--- config.mk ---
export PLATFORM = sky130hd
export DESIGN_NAME = sc_serial_register_rx
export DESIGN_NICKNAME = d
export VERILOG_FILES = /design/src/rtl/sc_serial_register_rx_pkg.sv /design/src/rtl/sc_frame_serializer.sv /design/src/rtl/sc_serial_register_rx.sv
export SDC_FILE = /design/constraint.sdc
export NUM_CORES = 1
export LEC_CHECK = 0
export BUFFER_PORTS_ARGS = -buffer_cell sky130_fd_sc_hd__buf_2
export CAP_MARGIN = 40
export CORE_UTILIZATION = 57
export CTS_CLUSTER_SIZE = 24
export DETAILED_ROUTE_END_ITERATION = 8
export GPL_TIMING_DRIVEN = 0
export PLACE_DENSITY_LB_ADDON = 0.25
export SYNTH_ARGS = -nofsm -noshare
export SYNTH_HDL_FRONTEND = slang
export SYNTH_SLANG_ARGS = --single-unit
export TNS_END_PERCENT = 10
--- constraint.sdc ---
create_clock -name clk -period 3.5 [get_ports clk]
set_input_delay 0.525 -clock clk [delete_from_list [all_inputs] [get_ports clk]]
set_output_delay 0.525 -clock clk [all_outputs]
set_load 0.02 [all_outputs]
--- src/rtl/sc_serial_register_rx_pkg.sv ---
// rtl/sc_serial_register_rx_pkg.sv - shared types, constants and helpers for the SC serial-register receiver
package sc_serial_register_rx_pkg;

   localparam int         SC_PKT_BITS = 32;
   localparam logic [7:0] SC_CHK_SEED = 8'hA5;

   typedef struct packed {
      logic        wr;
      logic [6:0]  addr;
      logic [15:0] data;
      logic [7:0]  chk;
   } sc_cmd_t;

   typedef enum logic {
      R_IDLE,
      R_SHIFT
   } sc_rx_state_t;

   typedef enum logic [1:0] {
      C_IDLE,
      C_WRITE,
      C_READ,
      C_RESP
   } sc_cmd_state_t;

   function automatic logic [7:0] sc_checksum(input logic [23:0] body);
      return body[23:16] ^ body[15:8] ^ body[7:0] ^ SC_CHK_SEED;
   endfunction

   function automatic logic [15:0] sc_sat_inc(input logic [15:0] v);
      return (v == 16'hFFFF) ? v : v + 16'd1;
   endfunction

endpackage

--- src/rtl/sc_frame_serializer.sv ---
// rtl/sc_frame_serializer.sv - shifts a 32-bit response word into the TX SC field, one bit per TX strobe
module sc_frame_serializer
   import sc_serial_register_rx_pkg::*;
(
   input  logic        clk,
   input  logic        rst,
   input  logic        i_load,
   input  logic [31:0] i_data,
   input  logic        tx_strobe_i,
   output logic [3:0]  tx_sc_o,
   output logic        o_last
);

   logic [31:0] r_sr;
   logic [5:0]  r_left;
   logic        r_first;

   assign o_last = tx_strobe_i && (r_left == 6'd1);

   // A strobe in the load cycle still acts on the old (empty) state, so it drives 0.
   always_ff @(posedge clk) begin
      if (rst) begin
         r_sr    <= '0;
         r_left  <= '0;
         r_first <= 1'b0;
         tx_sc_o <= '0;
      end else begin
         if (tx_strobe_i) begin
            if (r_left != 6'd0) begin
               tx_sc_o <= {2'b00, r_first, r_sr[31]};
               r_sr    <= {r_sr[30:0], 1'b0};
               r_left  <= r_left - 6'd1;
               r_first <= 1'b0;
            end else begin
               tx_sc_o <= '0;
            end
         end
         if (i_load) begin
            r_sr    <= i_data;
            r_left  <= 6'(SC_PKT_BITS);
            r_first <= 1'b1;
         end
      end
   end

endmodule

--- src/rtl/sc_serial_register_rx.sv ---
// rtl/sc_serial_register_rx.sv - deserialises SC-field register commands, executes them on the local bus
// and serialises the response into the TX SC field
module sc_serial_register_rx
   import sc_serial_register_rx_pkg::*;
#(
   parameter int ADDR_W         = 7,
   parameter int DATA_W         = 16,
   parameter int TIMEOUT_CYCLES = 255
) (
   input  logic              clk,
   input  logic              rst,
   input  logic              rx_valid_i,
   input  logic [3:0]        rx_sc_i,
   input  logic              tx_strobe_i,
   output logic [3:0]        tx_sc_o,
   output logic [ADDR_W-1:0] reg_addr_o,
   output logic [DATA_W-1:0] reg_wdata_o,
   output logic              reg_we_o,
   output logic              reg_re_o,
   input  logic [DATA_W-1:0] reg_rdata_i,
   input  logic              reg_rack_i,
   output logic              busy_o,
   output logic [15:0]       chk_err_cnt_o,
   output logic [15:0]       sync_err_cnt_o,
   output logic [15:0]       ovr_cnt_o,
   output logic [15:0]       tmo_cnt_o
);

   localparam int TW = $clog2(TIMEOUT_CYCLES + 1);

   logic w_bit, w_sync, w_unused;
   assign w_bit    = rx_sc_i[0];
   assign w_sync   = rx_sc_i[1];
   assign w_unused = ^rx_sc_i[3:2];

   sc_rx_state_t r_rstate, w_rnext;
   logic [31:0]  r_rx_sr;
   logic [4:0]   r_rx_cnt;
   logic         r_pkt_done;
   logic         w_rx_last;
   logic [15:0]  r_sync_err;

   assign w_rx_last = rx_valid_i && !w_sync && (r_rstate == R_SHIFT)
                      && (r_rx_cnt == 5'(SC_PKT_BITS - 1));

   always_comb begin
      w_rnext = r_rstate;
      case (r_rstate)
         R_IDLE:  if (rx_valid_i && w_sync) w_rnext = R_SHIFT;
         R_SHIFT: if (w_rx_last) w_rnext = R_IDLE;
         default: w_rnext = R_IDLE;
      endcase
   end

   always_ff @(posedge clk) begin
      if (rst) r_rstate <= R_IDLE;
      else     r_rstate <= w_rnext;
   end

   // A sync bit always restarts the packet; in R_SHIFT it also counts as a sync error.
   always_ff @(posedge clk) begin
      if (rst) begin
         r_rx_sr    <= '0;
         r_rx_cnt   <= '0;
         r_pkt_done <= 1'b0;
         r_sync_err <= '0;
      end else begin
         r_pkt_done <= w_rx_last;
         if (rx_valid_i) begin
            if (w_sync) begin
               r_rx_sr  <= {31'b0, w_bit};
               r_rx_cnt <= 5'd1;
               if (r_rstate == R_SHIFT) r_sync_err <= sc_sat_inc(r_sync_err);
            end else if (r_rstate == R_SHIFT) begin
               r_rx_sr  <= {r_rx_sr[30:0], w_bit};
               r_rx_cnt <= r_rx_cnt + 5'd1;
            end
         end
      end
   end

   sc_cmd_state_t     r_cstate, w_cnext;
   sc_cmd_t           w_pkt;
   logic              r_wr;
   logic [ADDR_W-1:0] r_addr;
   logic [DATA_W-1:0] r_data;
   logic [TW-1:0]     r_wait;
   logic              r_re_done, r_resp_loaded;
   logic [15:0]       r_chk_err, r_ovr, r_tmo;
   logic              w_chk_ok, w_free, w_accept, w_ovr, w_chk_bad, w_timeout;
   logic              w_load, w_ser_last;
   logic [23:0]       w_resp_body;
   logic [31:0]       w_resp_word;

   assign w_pkt       = r_rx_sr;
   assign w_chk_ok    = (sc_checksum(r_rx_sr[31:8]) == w_pkt.chk);
   assign w_free      = (r_cstate == C_IDLE) || ((r_cstate == C_RESP) && w_ser_last);
   assign w_accept    = r_pkt_done && w_chk_ok && w_free;
   assign w_ovr       = r_pkt_done && w_chk_ok && !w_free;
   assign w_chk_bad   = r_pkt_done && !w_chk_ok;
   assign w_timeout   = (r_cstate == C_READ) && !reg_rack_i
                        && (r_wait == TW'(TIMEOUT_CYCLES - 1));
   assign w_resp_body = {r_wr, r_addr, r_data};
   assign w_resp_word = {w_resp_body, sc_checksum(w_resp_body)};

   always_comb begin
      w_cnext  = r_cstate;
      w_load   = 1'b0;
      reg_we_o = 1'b0;
      reg_re_o = 1'b0;
      busy_o   = (r_cstate != C_IDLE);
      case (r_cstate)
         C_IDLE: begin
            if (w_accept) w_cnext = w_pkt.wr ? C_WRITE : C_READ;
         end
         C_WRITE: begin
            reg_we_o = 1'b1;
            w_cnext  = C_RESP;
         end
         C_READ: begin
            reg_re_o = !r_re_done;
            if (reg_rack_i || w_timeout) w_cnext = C_RESP;
         end
         C_RESP: begin
            w_load = !r_resp_loaded;
            if (w_ser_last) begin
               if (w_accept) w_cnext = w_pkt.wr ? C_WRITE : C_READ;
               else          w_cnext = C_IDLE;
            end
         end
         default: w_cnext = C_IDLE;
      endcase
   end

   always_ff @(posedge clk) begin
      if (rst) r_cstate <= C_IDLE;
      else     r_cstate <= w_cnext;
   end

   always_ff @(posedge clk) begin
      if (rst) begin
         r_wr          <= 1'b0;
         r_addr        <= '0;
         r_data        <= '0;
         r_wait        <= '0;
         r_re_done     <= 1'b0;
         r_resp_loaded <= 1'b0;
         r_chk_err     <= '0;
         r_ovr         <= '0;
         r_tmo         <= '0;
      end else begin
         if (w_accept) begin
            r_wr   <= w_pkt.wr;
            r_addr <= w_pkt.addr;
            r_data <= w_pkt.data;
         end
         if (r_cstate == C_READ) begin
            if (reg_rack_i)     r_data <= reg_rdata_i;
            else if (w_timeout) r_data <= 16'hDEAD;
         end
         r_wait        <= (r_cstate == C_READ) ? r_wait + TW'(1) : '0;
         r_re_done     <= (r_cstate == C_READ);
         r_resp_loaded <= (r_cstate == C_RESP) && (w_cnext == C_RESP);
         if (w_chk_bad) r_chk_err <= sc_sat_inc(r_chk_err);
         if (w_ovr)     r_ovr     <= sc_sat_inc(r_ovr);
         if (w_timeout) r_tmo     <= sc_sat_inc(r_tmo);
      end
   end

   sc_frame_serializer u_ser (
      .clk         (clk),
      .rst         (rst),
      .i_load      (w_load),
      .i_data      (w_resp_word),
      .tx_strobe_i (tx_strobe_i),
      .tx_sc_o     (tx_sc_o),
      .o_last      (w_ser_last)
   );

   assign reg_addr_o     = r_addr;
   assign reg_wdata_o    = r_data;
   assign chk_err_cnt_o  = r_chk_err;
   assign sync_err_cnt_o = r_sync_err;
   assign ovr_cnt_o      = r_ovr;
   assign tmo_cnt_o      = r_tmo;

endmodule

==> Word level (Yosys, flattened, before mapping) <==
Cells that the tools add are included.
{ "word_totals": {"regBits": 182, "elab_cells": 117, "latchBits": 0, "rom_bits": 0, "ram_bits": 0, "n_memories": 0, "output_inout_bits": 94, "in_bits": 25} }
{ "classes": {"magnitude_cmp": 0, "reduce_logical": 36, "shifts": 0, "n_div": 0, "add_sub_neg": 7, "mul": 0, "bitwise": 12, "eq_ne": 12, "n_mux": 30} }
{ "ops": {"columns": ["op", "n"], "rows": [
  ["2-to-1 mux 32 bit", 5],
  ["adder 16 x 1 -> 16 bit (second input constant)", 4],
  ["== test 16 bit (second input constant)", 4],
  ["2-to-1 mux 16 bit", 4],
  ["bitwise XOR 8 bit", 4],
  ["2-to-1 mux 6 bit", 3],
  ["logical AND 1 bit", 13],
  ["2-to-1 mux 2 bit", 6],
  ["AND reduction 2 bit", 6],
  ["2-to-1 mux 5 bit", 2],
  ["adder 8 x 1 -> 8 bit (second input constant)", 1],
  ["== test 8 bit", 1],
  ["== test 8 bit (second input constant)", 1],
  ["2-to-1 mux 1 bit", 8],
  ["NOT 4 bit", 2],
  ["case mux 2 bit (4 select lines)", 1],
  ["nonzero test 2 bit", 4],
  ["== test 2 bit (second input constant)", 3],
  ["== test 6 x 1 -> 1 bit (second input constant)", 1],
  ["zero test 1 bit", 6],
  ["NOT 1 bit", 6],
  ["nonzero test 6 bit", 1],
  ["subtractor 6 x 1 -> 6 bit (second input constant)", 1],
  ["adder 5 x 1 -> 5 bit (second input constant)", 1],
  ["other kinds (7)", 9]
]} }

==> Depth between registers and ports, before layout <==
Gate-level depths: netlist of run 1.
{ "logic_depth": {"depth_word": 11, "ltp_mapped": 10, "depth_no_buf": 8} }

==> Cells and area by module <==
From an unflattened synthesis of run 1, not the netlist that was laid out.
{ "hier_totals": {"hier_cells": 917, "area_unflattened_um2": 8220.4} }
{ "by_module_without_submodules": {"columns": ["module", "seq_area_each_um2", "cells_each", "area_each_um2", "instances"], "rows": [
  ["sc_serial_register_rx", 2782.7, 715, 6357.3, 1],
  ["sc_frame_serializer", 820.8, 202, 1863.0, 1]
]} }

==> Worst setup path after synthesis of run 1 <==
OpenSTA, ideal clock, no wires.
{ "synth_path": {"kind": "reg2reg", "from": "register r_tmo[7], in the netlist tmo_cnt_o[7]", "to": "register r_tmo[15], in the netlist tmo_cnt_o[15]", "arrival_ps": 2022, "required_ps": 3372, "period_less_slack_ps": 2149, "path_slack_ps": 1351, "path_stages_with_launch": 8, "setup_ps": 128, "cell_sequence": "dfxtp_1 and4_1 nand4_1 o41ai_1 buf_2 nor4_1 xnor2_1 nor2_1"} }
{ "synth_between": {"elab_chain_len": 3} }
{ "synth_rtl": {"columns": ["item", "line", "text"], "rows": [
  ["from (decl)", "sc_serial_register_rx.sv:89", "logic [15:0] r_chk_err, r_ovr, r_tmo;"],
  ["from (signal assigned)", "sc_serial_register_rx.sv:166", "if (w_timeout) r_tmo <= sc_sat_inc(r_tmo);"],
  ["parallel branches: the longest is 3 deep, another holds adder 16 x 1 -> 16 bit", null, null]
]} }
Several ways; the timed one is not identified.
A chain may end at the register's enable or synchronous reset.

==> Worst setup path after layout of run 1 <==
{ "layout_path": {"from": "register r_chk_err[3], in the netlist chk_err_cnt_o[3]", "to": "register r_chk_err[1], in the netlist chk_err_cnt_o[1]"} }
{ "layout_between": {"elab_chain_len": 3} }
{ "layout_rtl": {"columns": ["item", "line", "text"], "rows": [
  ["from (decl)", "sc_serial_register_rx.sv:89", null],
  ["from (signal assigned)", "sc_serial_register_rx.sv:164", "if (w_chk_bad) r_chk_err <= sc_sat_inc(r_chk_err);"],
  ["== test 16 bit", "sc_serial_register_rx_pkg.sv:31", "return (v == 16'hFFFF) ? v : v + 16'd1;"],
  ["NOT 1 bit (no line)", null, null],
  ["AND reduction 2 bit (no line)", null, null]
]} }
No other way between the ends.

==> flow_metrics.py, run 1 <==
metrics = {
    "worst_setup_path": {
        "worstPathArrival_ps": 2890,
        "endpoint_kind": "flip-flop",
        "cp_max_fo": 10,
        "crit_required_ps": 3790,
        "crit_type": "reg2reg",
        "cp-start-kind": "flip-flop",
    },
    "timing": {
        "fin_crit_sh": 0.741,
        "timing.fmax_mhz": 385,
        "period_needed_ps": 2590,
        "skew_ps": 7.18,
        "hold_viol": 0,
        "max-slew-margin-rel": 0.461,
        "rsz0062_at_grt": "no",
        "setup_tns_ps": 0,
        "setup_violations": 0,
        "slew_viol_final": 0,
        "tightest_slew_ps": 803,
    },
    "status": {
        "outcome": "complete, no violations",
    },
    "cts": {
        "h-tree-depth": 4,
        "cts_tree": "done",
        "post_cts_buffers": 0,
        "clk_pin_slew_worst_paths_ps": 60,
        "clock-root-buffer": "clkbuf_16",
        "clkSinkCount": 180,
        "clk_latency_ps": 430,
        "cts_resized": 0,
        "numCtsBuffers": 17,
        "ctsHoldBuffers": 0,
        "clk_path_buf_depth": 2,
    },
    "floorplanning": {
        "coreArea_um2": 13900,
        "rows": 43,
        "dieArea_um2": 14900,
        "die_y_um": 122,
        "start_util": 0.588,
        "io_pins": 119,
        "die_x_um": 122,
    },
    "run": {
        "drv_cap": 0,
    },
    "route": {
        "vias": 7155,
        "ant_nets": 0,
        "vias_per_cell": 5.79,
        "firstDrtPassIters": 5,
        "wirelength_um": 19900,
        "drc_errors": 0,
        "drt_iter0_drc": 574,
        "detail_route.wl_per_cell_um": 16.1,
    },
    "logic_synthesis": {
        "ys_seq_area_frac": 0.440,
        "synth_edf_count": 0,
        "synth_warnings": 0,
        "synth_area_leader_cell": "dfxtp_1",
        "ys_ff_latch": 180,
        "yosys.area.top_type_share": 0.440,
        "synth_area_um2": 8190,
        "synth_ff_type": "dfxtp_1",
        "syn_avg_cell_area_um2": 9.00,
        "synth-async-reset-ratio": 0,
        "syn_inst": 910,
        "synth.distinct_cells": 56,
        "synth.area.top_cells": "dfxtp_1, mux2i_1, nor2_1",
    },
    "power_and_ir_drop": {
        "total_power_w": 0.00448,
        "p_per_area_nw_per_um2": 469,
        "power.leakage_nw": 3.93,
        "ir_drop_v": 0.000353,
    },
    "final_layout": {
        "instances_no_fill": 1236,
        "layout_common_cells": "dfxtp_1, nor2_1, buf_2",
        "final_nets": 1080,
        "fin_area_um2": 9550,
        "syn2layout_area_growth_pct": 16.5,
        "antenna_cells": 0,
        "nFillCells": 1170,
        "layout_commonest_cell": "dfxtp_1",
        "drive_gt1_frac": 0.162,
    },
    "placed_design": {
        "gp_congestion": 0.912,
        "place_hpwl_um": 14300,
        "port_buffers": 114,
        "dpl_cell_area_um2": 8990,
        "dp_cells": 1205,
    },
    "grt": {
        "grt_pass1_wl_um": 32500,
        "grt_overflow": 0,
        "grt_pass1_vias": 6519,
        "grt_max_degree": 17,
        "grt_antenna_before_repair": 0,
        "grt_use_total": 0.280,
    },
    "worst_hold_path": {
        "hold_path.class": "in2reg",
    },
}
## through the flow
| stage | setup WS, ps | util | hold WS (ps) |
|---|---|---|---|
| 6_report | 905 | 0.685 | 335 |
| 5_1_grt | 716 | 0.685 | 340 |
| 4_1_cts | 927 | 0.685 | 328 |
| 3_5_place_dp | 871 | 0.645 | 452 |
| 3_3_place_gp | 886 | 0.645 | 450 |
| 2_1_floorplan | 1350 | - | 436 |
## worst paths after layout
kind	start	to	slack, ps	cells after the start
min	rx_sc_i[0]	r_rx_sr[0]	340	3
max reg2reg	chk_err_cnt_o[3]	chk_err_cnt_o[1]	910	7
min reg2reg	r_rx_cnt[3]	r_rx_cnt[3]	460	2
max	chk_err_cnt_o[3]	chk_err_cnt_o[1]	910	7
## metal layers
layer  vias to the layer above  global-route usage  routed length (um)
met4                         0              0.0934                 322
met5                         -                   0                   0
li1                       3525                   -                   -
met3                        29              0.0515                1050
met2                       204               0.442                9340
met1                      3397               0.384                9200
## cell usage after synthesis (12+ instances only)
cell      number
a211oi_1      32
a21oi_1       45
a22oi_1       34
clkbuf_1      31
dfxtp_1      180
inv_1         14
mux2i_1       60
nand2_1       33
nand3_1       43
nor2_1       147
nor2b_1       13
nor3_1        16
nor4_1        12
o21ai_0       13
o31ai_1       18
or4_1         17
xnor2_1       48
xor2_1        28
## cells by family after synthesis
kind of cell,Yosys count,synth area share
AND/OR/NAND/NOR,335,0.203
multiplexers,69,0.0857
XOR/XNOR,76,0.0813
other,1,0.000458
adder cells (fa/ha/maj),11,0.0168
buffers and inverters,68,0.0353
AO/OA/AOI/OAI,170,0.137
flip-flops,180,0.440
## layout make-up
cell class,count,area [um^2],area share
plain buffers,54,236,0.0248
flip-flops and latches,180,3600,0.378
well taps,180,225,0.0236
repair buffers,114,571,0.0598
inverters,14,52.6,0.00551
clock inverters,5,75.1,0.00786
multi-input cells,663,4300,0.451
clock buffers,26,479,0.0502
## critical path, stage by stage (launching register included)
cell and delay [ps]:
dfxtp_1 440, and4_1 250, nand4_1 190, nor3_1 680, clkbuf_1 390, buf_2 300
nand3b_1 140, a21oi_1 70
## power by group
part           switching [W]  internal (W)  total [W]
registers          0.0000491       0.00210    0.00215
clock network       0.000743       0.00108    0.00183
logic               0.000296      0.000209   0.000506
total                0.00109       0.00339    0.00448
## registers in the layout (all words and copies together), names as in the netlist, 2 cells and up
register / cells
r_rx_sr: 32
r_cstate: 2
ovr_cnt_o: 16
reg_wdata_o: 16
chk_err_cnt_o: 16
r_rx_cnt: 5
u_ser.tx_sc_o: 2
sync_err_cnt_o: 16
tmo_cnt_o: 16
r_wait: 8
reg_addr_o: 7
u_ser.r_left: 6
u_ser.r_sr: 32
(Power assumes the default switching activity.)
==> run 2: changes to the inputs <==
clock period = 2.61 ns   (was 3.5 ns; I/O delays follow)
==> run 2 against run 1 <==
  * Count of clock-buffer cells in the layout stayed put
  * Total power is 34% higher
  * Final area is 0.14% higher
  * Worst hold slack worse by 130 ps
  * Largest cell class unchanged
  * Flip-flop and latch count stayed put
  * Worst setup slack worse by 820 ps
  * Fmax is 2.8% higher
  * Sequential power is 34% higher
  * Clock skew is 0.95 ps higher
  * Core utilization is 0.099 points higher
  * Via count hardly changed
  * First-iteration DRC count is 2.3% lower
==> flow_metrics.py, run 2 (synthesis gave the netlist of run 1 again) <==
metrics = {
    "worst_setup_path": {
        "endpoint_kind": "flip-flop",
        "worstPathCellList": "xor2_1 > xnor2_1 > nand4_1 > a311o_1 > buf_2 > nor4_1 > mux2_2",
        "crit_buf_inv": 1,
        "worstPathArrival_ps": 2840,
        "max_stage_delay_ps": 440,
        "crit_family": "simple AND/OR/NAND/NOR gates",
        "crit_type": "reg2reg",
        "cp_max_fo": 10,
        "cpMaxStageDelayCell": "a311o_1",
        "cp-start-kind": "flip-flop",
        "crit_required_ps": 2920,
    },
    "placed_design": {
        "dp_cells": 1205,
        "gp_congestion": 0.912,
        "place_hpwl_um": 14300,
        "port_buffers": 114,
    },
    "final_layout": {
        "antenna_cells": 0,
        "multiInputGateArea_um2": 4320,
        "layout_commonest_cell": "dfxtp_1",
        "layout_common_cells": "dfxtp_1, nor2_1, buf_2",
        "drive_gt1_frac": 0.165,
        "final-seq-area_um2": 3600,
        "final_nets": 1080,
        "nFillCells": 1171,
        "syn2layout_area_growth_pct": 16.7,
        "reg.largest.list": "r_rx_sr x32, u_ser.r_sr x32",
        "instances_no_fill": 1236,
    },
    "cts": {
        "clkSinkCount": 180,
        "numCtsBuffers": 17,
        "clk_pin_slew_worst_paths_ps": 60,
        "h-tree-depth": 4,
        "clock-root-buffer": "clkbuf_16",
        "clk_latency_ps": 430,
        "cts_tree": "done",
        "ctsHoldBuffers": 0,
        "clk_path_buf_depth": 2,
    },
    "timing": {
        "slew_viol_final": 0,
        "rsz0062_at_grt": "yes",
        "setup_violations": 0,
        "skew_ps": 8.13,
        "max-slew-margin-rel": 0.476,
        "period_needed_ps": 2530,
        "hold_viol": 0,
        "fin_crit_sh": 0.967,
        "tightest_slew_ps": 781,
        "timing.fmax_mhz": 396,
    },
    "route": {
        "drt_iter0_drc": 561,
        "firstDrtPassIters": 5,
        "drc_errors": 0,
        "vias": 7159,
        "vias_per_cell": 5.79,
        "wirelength_um": 20000,
        "detail_route.wl_per_cell_um": 16.2,
        "ant_nets": 0,
    },
    "floorplanning": {
        "die_x_um": 122,
        "io_pins": 119,
        "coreArea_um2": 13900,
        "rows": 43,
        "start_util": 0.588,
        "die_y_um": 122,
        "dieArea_um2": 14900,
    },
    "run": {
        "drv_cap": 0,
    },
    "grt": {
        "grt_pass1_vias": 6519,
        "grt_antenna_before_repair": 0,
        "grt_overflow": 0,
        "grt_use_total": 0.280,
        "grt_max_degree": 17,
        "grt_pass1_wl_um": 32500,
    },
    "power_and_ir_drop": {
        "p_per_area_nw_per_um2": 628,
        "power.leakage_nw": 3.93,
        "ir_drop_v": 0.000472,
        "total_power_w": 0.00600,
    },
    "worst_hold_path": {
        "hold_path.class": "in2reg",
    },
    "status": {
        "outcome": "complete, no violations",
    },
}
==> run 2: what timing repair did <==
| action | CTS | global route |
|---|---|---|
| setup endpoints to repair | 0 | 25 |
| buffers inserted | 0 | 0 |
| gates resized for setup | 0 | 4 |
==> run 2: worst min-delay path, stage by stage <==
cell and delay, ps:
buf_2 70, mux2i_1 50, nor2_1 70
==> run 2: power by group <==
group | switching [W] | internal [W] | leakage, nW
Combinational | 0.000396 | 0.000281 | 2.20
Sequential | 0.0000659 | 0.00281 | 1.45
Clock | 0.000996 | 0.00145 | 0.272
Total | 0.00146 | 0.00455 | 3.93
==> run 2: final cells by class <==
class / instances / area share
Sequential cell: 180 / 0.377
Buffer: 54 / 0.0249
Inverter: 14 / 0.00550
Multi-Input combinational cell: 663 / 0.451
Clock inverter: 5 / 0.00785
Clock buffer: 26 / 0.0501
Tap cell: 180 / 0.0236
Timing Repair Buffer: 114 / 0.0597
==> run 2: final timing paths <==
check / startpoint / end / slack, ps / depth (start not counted)
worst min register to register: r_rx_cnt[3] / r_rx_cnt[3] / 460 / 2
worst max-delay path: r_rx_sr[9] / ovr_cnt_o[7] / 80 / 7
worst min-delay path: rx_sc_i[0] / r_rx_sr[0] / 200 / 3
worst max register to register: r_rx_sr[9] / ovr_cnt_o[7] / 80 / 7
==> run 2: per-layer routing <==
| layer | GRT usage | wire length (um) | up-vias |
|---|---|---|---|
| li1 | - | - | 3513 |
| met1 | 0.384 | 9130 | 3394 |
| met2 | 0.442 | 9400 | 224 |
| met3 | 0.0515 | 1180 | 28 |
| met4 | 0.0934 | 331 | 0 |
| met5 | 0 | 0 | - |
==> run 2: metrics by stage <==
step           setup TNS, ps  setup slack [ps]   util  cell area (um^2)  hold WS, ps
6_report                   0              84.9  0.686              9560          203
5_1_grt                 -150             -57.7  0.686              9560          207
4_1_cts                    0              36.8  0.685              9550          195
3_5_place_dp               0              41.3  0.645              8990          452
3_3_place_gp               0               109  0.645              8990          450
2_1_floorplan              0               461      -              8200          436
==> run 3: changes to the inputs <==
CELL_PAD_IN_SITES_DETAIL_PLACEMENT = 1   (was unset)
CELL_PAD_IN_SITES_GLOBAL_PLACEMENT = 1   (was unset)
CORE_UTILIZATION = 43   (was 57)
GPL_ROUTABILITY_DRIVEN = 0   (was unset)
==> run 3 against run 2 <==
  * Routed wire length up 16%
  * Clock skew up 0.61 ps
  * Fmax up 1.7%
  * Highest routed layer unchanged
  * Core utilization down 17 points
  * Final area up 1.2%
  * Critical path depth unchanged
==> flow_metrics.py, run 3 (synthesis gave the netlist of run 1 again) <==
metrics = {
    "status": {
        "outcome": "complete, no violations",
    },
    "final_layout": {
        "drive_gt1_frac": 0.174,
        "reg.largest.list": "r_rx_sr x32, u_ser.r_sr x32",
        "final_nets": 1083,
        "layout_commonest_cell": "dfxtp_1",
        "syn2layout_area_growth_pct": 18.0,
        "post-route-util": 0.517,
        "instances_no_fill": 1293,
        "layout_common_cells": "dfxtp_1, nor2_1, buf_2",
    },
    "placed_design": {
        "dp_cells": 1259,
        "post-place-ws_ps": 18.0,
        "port_buffers": 114,
        "place_hpwl_um": 16800,
    },
    "power_and_ir_drop": {
        "ir_drop_v": 0.000493,
        "p_per_area_nw_per_um2": 630,
        "power.leakage_nw": 3.96,
    },
    "route": {
        "wirelength_um": 23300,
        "ant_nets": 0,
        "vias": 7221,
        "drt_iter0_drc": 303,
        "detail_route.wl_per_cell_um": 18.0,
        "firstDrtPassIters": 4,
        "vias_per_cell": 5.58,
        "drc_errors": 0,
    },
    "cts": {
        "numCtsBuffers": 17,
        "clk_latency_ps": 440,
        "clk_path_buf_depth": 2,
        "clock-root-buffer": "clkbuf_16",
        "cts_tree": "done",
        "clkSinkCount": 180,
        "clk_pin_slew_worst_paths_ps": 70,
        "h-tree-depth": 4,
    },
    "worst_setup_path": {
        "worstPathArrival_ps": 2820,
        "r2r_cells": 7,
        "endpoint_kind": "flip-flop",
        "cp-start-kind": "flip-flop",
        "crit_type": "reg2reg",
        "reg2reg_from": "r_rx_sr[16]",
        "worstReg2RegEnd": "ovr_cnt_o[11]",
        "r2r_slack_ps": 130,
        "cp_max_fo": 10,
        "crit_required_ps": 2940,
    },
    "timing": {
        "slew_viol_final": 0,
        "timing.fmax_mhz": 403,
        "max-slew-margin-rel": 0.412,
        "setup_violations": 0,
        "hold_viol": 0,
        "fin_crit_sh": 0.951,
        "timing.final.ws_setup_ps": 127,
        "rsz0062_at_grt": "yes",
        "tightest_slew_ps": 876,
        "period_needed_ps": 2480,
        "skew_ps": 8.73,
        "setup_tns_ps": 0,
        "hold_ws_ps": 185,
    },
    "floorplanning": {
        "die_y_um": 140,
        "io_pins": 119,
        "dieArea_um2": 19600,
        "start_util": 0.438,
        "rows": 50,
        "coreArea_um2": 18700,
        "die_x_um": 140,
    },
    "grt": {
        "grt_use_total": 0.243,
        "grt_max_degree": 17,
        "grt_overflow": 0,
        "grt_antenna_before_repair": 1,
        "grt_pass1_vias": 7172,
        "grt_pass1_wl_um": 37400,
    },
    "run": {
        "drv_cap": 0,
    },
    "worst_hold_path": {
        "hold_path.class": "in2reg",
        "worstHoldStart": "reg_rdata_i[8]",
        "whs_path_depth": 3,
        "min_to": "reg_wdata_o[8]",
    },
}
==> run 3: cell count changes in the layout (fill, tap and decap cells not counted), moves of 2 or more <==
cell and change:
clkbuf_1 -6, clkinv_2 +2, clkinvlp_4 +2, buf_4 +3
==> run 3: critical path, cell delays in order (launching register included) <==
cell	delay, ps
dfxtp_1	440
xor2_1	240
xnor2_1	160
nand4_1	250
a311o_2	450
buf_2	210
nor3_1	270
mux2_2	360
==> run 3: per-layer routing <==
| layer | global-route usage | part of all wire |
|---|---|---|
| met1 | 0.313 | 0.47 |
| met4 | 0.0798 | 0.020 |
| met2 | 0.400 | 0.47 |
| met5 | 0 | 0 |
| met3 | 0.0564 | 0.035 |
==> run 3: worst max path at each step <==
stage / from / end / slack, ps / cells past startpoint
2_1_floorplan: tmo_cnt_o[7] / tmo_cnt_o[15] / 460 / 7
3_3_place_gp: chk_err_cnt_o[3] / chk_err_cnt_o[1] / 40 / 7
3_5_place_dp: chk_err_cnt_o[3] / chk_err_cnt_o[1] / 20 / 7
4_1_cts: u_ser.r_left[2] / ovr_cnt_o[0] / 5 / 7
5_1_grt: u_ser.r_left[2] / reg_wdata_o[14] / -10 / 6
6_report: r_rx_sr[16] / ovr_cnt_o[11] / 130 / 7
==> run 3: area by class of cell <==
| type | count | area, um^2 |
|---|---|---|
| multi-input combinational | 663 | 4330 |
| clock buffer | 20 | 447 |
| inverter | 14 | 52.6 |
| tap | 234 | 293 |
| antenna | 1 | 2.50 |
| clock inverter | 10 | 109 |
| timing repair buffer | 117 | 593 |
| buffer | 54 | 238 |
| sequential | 180 | 3600 |
| fill | 2226 | 9040 |
==> run 3: power breakdown <==
part	internal [W]	leakage [nW]	switching, W
clock	0.00142	0.272	0.00110
sequential	0.00281	1.45	0.0000706
combinational	0.000281	2.24	0.000413
total	0.00451	3.96	0.00158
==> run 3: through the flow <==
stage	total power, W	area [um^2]
finish	0.00610	9670
global route	0.00634	9670
CTS	0.00614	9630
detailed placement	0.00364	9060
global placement	0.00362	9060
floorplan	0.00346	8200
==> run 3: repair_timing <==
item                                    CTS  global route
setup buffers                             1             2
endpoints found under the setup margin    7            17
hold buffers                              0             0
pin swaps                                 1             4
resized for setup                         1             9
